## config.mk

```make
export PLATFORM = sky130hd
export DESIGN_NAME = fetch_pc_unit_flat
export DESIGN_NICKNAME = d
export VERILOG_FILES = /design/src/rtl/fetch_pc_unit_if.sv /design/src/rtl/fetch_pc_unit.sv /design/src/flat_wrapper.sv
export SDC_FILE = /design/constraint.sdc
export NUM_CORES = 1
export LEC_CHECK = 0
export CORE_ASPECT_RATIO = 0.6
export CORE_MARGIN = 3
export CORE_UTILIZATION = 50
export CTS_BUF_LIST = sky130_fd_sc_hd__clkbuf_2 sky130_fd_sc_hd__clkbuf_4 sky130_fd_sc_hd__clkbuf_8
export DETAILED_ROUTE_END_ITERATION = 7
export DONT_BUFFER_PORTS = 1
export PLACE_DENSITY_LB_ADDON = 0.25
export RECOVER_POWER = 50
export SLEW_MARGIN = 20
export SYNTH_ARGS = -nofsm -noshare
export SYNTH_HDL_FRONTEND = slang
export SYNTH_SLANG_ARGS = --single-unit
```

## constraint.sdc

```tcl
create_clock -name clk -period 3.25 [get_ports clk]
set_clock_uncertainty 0.1 [all_clocks]
set_input_delay 0.4875 -clock clk [delete_from_list [all_inputs] [get_ports clk]]
set_output_delay 0.4875 -clock clk [all_outputs]
set_load 0.01 [all_outputs]
```

## src/rtl/fetch_pc_unit_if.sv

```systemverilog
// Fetch control/status bundle between decode/execute (master) and the PC unit (slave).
interface fetch_pc_unit_if #(
    parameter int PC_BITS  = 12,
    parameter int OFF_BITS = 8
);
    logic                start;
    logic                stall;
    logic                jump_en;
    logic [PC_BITS-1:0]  jump_target;
    logic                br_taken;
    logic [OFF_BITS-1:0] br_offset;
    logic                halt;
    logic [PC_BITS-1:0]  pc;
    logic                running;
    logic                done;
    logic                wrap_err;
    logic [15:0]         instr_count;

    modport master (
        output start, stall, jump_en, jump_target, br_taken, br_offset, halt,
        input  pc, running, done, wrap_err, instr_count
    );

    modport slave (
        input  start, stall, jump_en, jump_target, br_taken, br_offset, halt,
        output pc, running, done, wrap_err, instr_count
    );
endinterface

```

## src/rtl/fetch_pc_unit.sv

```systemverilog
// Program-counter / fetch sequencer (IDLE -> RUN -> DONE).
// Optional retired-instruction counter enabled by FETCH_INSTR_COUNT_EN.
module fetch_pc_unit #(
    parameter int                 PC_BITS    = 12,
    parameter logic [PC_BITS-1:0] START_ADDR = '0,
    parameter int                 OFF_BITS   = 8
) (
    input  logic            clk,
    input  logic            reset,
    fetch_pc_unit_if.slave  bus
);
    typedef enum logic [1:0] {
        ST_IDLE = 2'd0,
        ST_RUN  = 2'd1,
        ST_DONE = 2'd2
    } state_t;

    state_t             r_state;
    state_t             w_state_nxt;
    logic [PC_BITS-1:0] r_pc;
    logic [PC_BITS-1:0] w_pc_nxt;
    logic               r_wrap_err;
    logic               w_wrap_nxt;
    logic               w_restart;
    logic               w_retire;
    logic [PC_BITS-1:0] w_off_ext;
    logic [PC_BITS-1:0] w_pc_inc;
    logic [PC_BITS-1:0] w_pc_br;

    assign w_off_ext = PC_BITS'($signed(bus.br_offset));
    assign w_pc_inc  = r_pc + PC_BITS'(1);
    assign w_pc_br   = r_pc + w_off_ext;
    assign w_retire  = (r_state == ST_RUN) && !bus.stall;

    always_ff @(posedge clk) begin
        if (reset) begin
            r_state    <= ST_IDLE;
            r_pc       <= START_ADDR;
            r_wrap_err <= 1'b0;
        end else begin
            r_state    <= w_state_nxt;
            r_pc       <= w_pc_nxt;
            r_wrap_err <= w_wrap_nxt;
        end
    end

    always_comb begin
        w_state_nxt = r_state;
        w_pc_nxt    = r_pc;
        w_wrap_nxt  = r_wrap_err;
        w_restart   = 1'b0;
        case (r_state)
            ST_IDLE: begin
                w_pc_nxt = START_ADDR;
                if (bus.start) begin
                    w_state_nxt = ST_RUN;
                    w_restart   = 1'b1;
                end
            end
            ST_RUN: begin
                // stall outranks halt/jump/branch; priority halt > jump > branch > increment
                if (!bus.stall) begin
                    if (bus.halt) begin
                        w_state_nxt = ST_DONE;
                    end else if (bus.jump_en) begin
                        w_pc_nxt = bus.jump_target;
                    end else if (bus.br_taken) begin
                        w_pc_nxt = w_pc_br;
                    end else begin
                        w_pc_nxt = w_pc_inc;
                        if (r_pc == '1) begin
                            w_wrap_nxt = 1'b1;
                        end
                    end
                end
            end
            ST_DONE: begin
                if (bus.start) begin
                    w_state_nxt = ST_RUN;
                    w_pc_nxt    = START_ADDR;
                    w_wrap_nxt  = 1'b0;
                    w_restart   = 1'b1;
                end
            end
            default: begin
                w_state_nxt = ST_IDLE;
                w_pc_nxt    = START_ADDR;
            end
        endcase
    end

`ifdef FETCH_INSTR_COUNT_EN
    logic [15:0] r_instr_count;

    always_ff @(posedge clk) begin
        if (reset || w_restart) begin
            r_instr_count <= '0;
        end else if (w_retire && (r_instr_count != '1)) begin
            r_instr_count <= r_instr_count + 16'd1;
        end
    end

    assign bus.instr_count = r_instr_count;
`else
    logic w_unused_retire;
    logic w_unused_restart;
    assign w_unused_retire  = w_retire;
    assign w_unused_restart = w_restart;
    assign bus.instr_count  = '0;
`endif

    assign bus.pc       = r_pc;
    assign bus.running  = (r_state == ST_RUN);
    assign bus.done     = (r_state == ST_DONE);
    assign bus.wrap_err = r_wrap_err;
endmodule

```

## src/flat_wrapper.sv

```systemverilog
// flat-port wrapper written by rule: the top's interface ports become plain ports
module fetch_pc_unit_flat 
#(
    parameter int                 PC_BITS    = 12,
    parameter logic [PC_BITS-1:0] START_ADDR = '0,
    parameter int                 OFF_BITS   = 8
)
  (clk, reset, bus_start, bus_stall, bus_jump_en, bus_jump_target, bus_br_taken, bus_br_offset, bus_halt, bus_pc, bus_running, bus_done, bus_wrap_err, bus_instr_count);
  fetch_pc_unit_if #(.PC_BITS(PC_BITS), .OFF_BITS(OFF_BITS)) bus_i ();
  input  logic clk;
  input  logic reset;
  input wire logic [$bits(bus_i.start)-1:0] bus_start;
  input wire logic [$bits(bus_i.stall)-1:0] bus_stall;
  input wire logic [$bits(bus_i.jump_en)-1:0] bus_jump_en;
  input wire logic [$bits(bus_i.jump_target)-1:0] bus_jump_target;
  input wire logic [$bits(bus_i.br_taken)-1:0] bus_br_taken;
  input wire logic [$bits(bus_i.br_offset)-1:0] bus_br_offset;
  input wire logic [$bits(bus_i.halt)-1:0] bus_halt;
  output wire logic [$bits(bus_i.pc)-1:0] bus_pc;
  output wire logic [$bits(bus_i.running)-1:0] bus_running;
  output wire logic [$bits(bus_i.done)-1:0] bus_done;
  output wire logic [$bits(bus_i.wrap_err)-1:0] bus_wrap_err;
  output wire logic [$bits(bus_i.instr_count)-1:0] bus_instr_count;
  assign bus_i.start = bus_start;
  assign bus_i.stall = bus_stall;
  assign bus_i.jump_en = bus_jump_en;
  assign bus_i.jump_target = bus_jump_target;
  assign bus_i.br_taken = bus_br_taken;
  assign bus_i.br_offset = bus_br_offset;
  assign bus_i.halt = bus_halt;
  assign bus_pc = bus_i.pc;
  assign bus_running = bus_i.running;
  assign bus_done = bus_i.done;
  assign bus_wrap_err = bus_i.wrap_err;
  assign bus_instr_count = bus_i.instr_count;
  fetch_pc_unit #(.PC_BITS(PC_BITS), .START_ADDR(START_ADDR), .OFF_BITS(OFF_BITS)) u_core (.clk(clk), .reset(reset), .bus(bus_i));
endmodule
```

==> results.md <==
- # port buffers: 0
- Initial antenna violation count: 0
- Worst Tran Pin Value: approximately 0.61 ns
- Tot Pwr: 0.4323 mW
- Post-synthesis simple-gate area fraction: 0.2534
- Row count: 14
- Post-Layout Cell Count: approximately 230
- Worst Setup End Kind: flip-flop
- Commonest non-fill, non-tap cells in the layout: 23 x nor2_1, 16 x conb_1, 15 x dfxtp_1
- Post-route design area: around 1500 um2
- Ys flop type: dfxtp_1
- CTS buffer count: 3
- Post-route ant nets: 0
- Post-DP Area: 1436 um2
- Die W: 76.27 um
- Fin nets: 225
- # fillers: around 270
- Vias per cell: approximately 6.2
- RSZ-0062 raised after global routing: false
- Most common cell after layout, fill and taps aside: nor2_1
- Ys async rst share: 0
- Max Cap Viol: 0
- First-pass GRT wire length: around 6600 um
- Crit path launch type: flip-flop
- Syn Inst Count: 193
- Fin crit share: 0.7681
- Final worst slack: between 0.7 and 0.8 ns
- Dpl cells: 225
- Clk_lat worst skew: ~0.25 ns
- CTS tree: done
- GRT overflow: 0
- # diodes: 0
- Largest net degree at the start of global routing: 16
- Initial core utilization: 0.5564
- Largest family of logic cells by synthesized area: compound AO/OA/AOI/OAI gates
- Mux share of post-synthesis cell area: 0.006757
- Setup tns final: 0 ns
- Starting DRT DRC Count: 152
- CTS Buffer Depth: 2
- Routability cong.: slightly below 0.9
- Syn avg cell area: roughly 7.7 um2
- DRC viols: 0
- Hold WC Path Type: in -> reg
- Max incr delay on CP: between 0.4 and 0.5 ns
- Synth Area in Adders: 0.07264
- Pwr/cell area: between 200 and 300 nW/um2
- Worst vdd rail ir drop: about 180 uV
- Fmax achieved: 0.4006 GHz
- Compound-Gate Fraction of Synth Area: 0.2965
- Die Area: 3674 um2
- CP Data Arrival Time: ~2.6 ns
- Mapped Area: between 1000 and 1500 um2
- Crit path kind: reg -> reg
- Number of setup buffers added after CTS: 0
- Core footprint: about 2700 um2
- Worst-path fanout max: 6
- Die H: roughly 48 um
- Outcome: complete, no violations
- Share of cells above drive strength 1: 0.08466
- Count of flip-flops with a built-in enable after synthesis: 0
- Total global-route track usage: 0.2310
- Clk pin slew, worst setup/hold paths: about 0.070 ns
- CP max stage cell: a2111o_1
- CP Data Required Time: between 3 and 4 ns
- CTS Root Cell: clkbuf_8
- Slew headroom: 0.5901
- Fin crit period: 2.496 ns
- IO Count: 58
- Synth Area in XOR/XNOR: 0.03547
- Sink Count: 15
- Worst slack, placed: between 0.6 and 0.7 ns
- Number of global-route vias before repair: roughly 1400
- P&R area growth vs syn: 0.2531%
- Post_cts resized: 0
- Synth cell types: 53
- Leak: 0.6093 nW
- Hold buffers post-CTS: 0
- Cell-by-cell trace of the critical path: ha_1 > inv_1 > fa_1 > nor2b_4 > o31a_1 > o221ai_1 > a2111o_1 > o211ai_2
- Number of synthesized register bits: 15
- Drt pass-1 iters: 5
- Slew Limit Fails: 0
- Drt wl/cell: between 15 and 20 um
- DR vias: around 1400
- Sequential area share after synthesis: 0.2027
- H-tree depth: 1
- Yosys warns: 0
- Routed wire length: a little over 4000 um
- Setup Viol. Count Final: 0
- HPWL after DPL: ~3100 um
- Fin. Hold Viols: 0
==> report_power, final <==
group,internal [mW],switching (mW),total [mW]
Combinational,0.0270,0.0470,0.0740
Sequential,0.187,0.00606,0.194
Clock,0.0953,0.0695,0.165
==> cell usage after synthesis, types with 2 or more instances <==
cell | n | area share
and2_1 | 6 | 0.025
o21ai_1 | 2 | 0.0068
nand3_1 | 5 | 0.017
nor3_1 | 6 | 0.020
ha_1 | 7 | 0.059
xor2_1 | 3 | 0.018
inv_1 | 9 | 0.023
nor2_1 | 23 | 0.058
o211a_1 | 3 | 0.020
a21o_1 | 2 | 0.010
xnor2_1 | 3 | 0.018
a21oi_1 | 10 | 0.034
dfxtp_1 | 15 | 0.20
nand2_1 | 11 | 0.028
nor4b_2 | 2 | 0.020
a22oi_1 | 8 | 0.041
and3_1 | 2 | 0.0084
nand4_1 | 2 | 0.0084
o21a_1 | 5 | 0.025
buf_2 | 4 | 0.014
o32ai_2 | 2 | 0.022
o21ai_0 | 8 | 0.027
o22ai_1 | 2 | 0.0084
a222oi_1 | 2 | 0.014
clkbuf_1 | 3 | 0.0076
nand2b_1 | 5 | 0.021
buf_4 | 17 | 0.086
==> flip-flops by register name, indices dropped and copies added, names as in the netlist <==
signal	count
u_core.bus.pc	12
u_core.bus.wrap_err	1
u_core.r_state	2
==> critical path: cells and delay by family (launching register included) <==
kind            cells  cell delay, ns
compound gates      4            1.01
fa+ha+maj           2            0.67
buf+inv             1            0.07
flops               1            0.44
simple gates        1            0.14
==> metal layers <==
layer  share of wire  GRT usage  vias up
li1                -          -      659
met1            0.43     0.2972      679
met2            0.45     0.3892       90
met3            0.12    0.07011        2
met4          0.0034    0.06859        0
met5               0          0        -
==> final timing paths <==
check / from / cells past startpoint / endpoint / slack, ns
max: u_core.bus.pc[0] / 8 / u_core.bus.pc[10] / 0.75
min: reset / 1 / u_core.r_state[0] / 0.20
max reg2reg: u_core.bus.pc[0] / 8 / u_core.bus.pc[10] / 0.75
min reg2reg: u_core.r_state[0] / 2 / u_core.r_state[0] / 0.46
==> per-stage QoR <==
| stage | util | hold slack (ns) |
|---|---|---|
| finish | 0.5578 | 0.1990 |
| global route | 0.5578 | 0.1926 |
| CTS | 0.5578 | 0.1977 |
| detailed placement | 0.5395 | 0.4422 |
| global placement | 0.5395 | 0.4286 |
| floorplan | - | 0.4157 |
==> cell type report <==
class | count | area (um2) | share of cell area
clock buffers | 4 | 48.80 | 0.03286
repair buffers | 1 | 7.507 | 0.005055
inverters | 9 | 33.78 | 0.02275
multi-input cells | 160 | 1045 | 0.7035
well taps | 40 | 50.05 | 0.03370
flip-flops and latches | 15 | 300.3 | 0.2022
==> cells by family after synthesis <==
logic type | Yosys count
XOR/XNOR | 6
buffers and inverters | 33
AO/OA/AOI/OAI | 58
AND/OR/NAND/NOR | 71
multiplexers | 1
other | 1
adder cells (fa/ha/maj) | 8
flip-flops | 15
(Power assumes the default switching activity.)
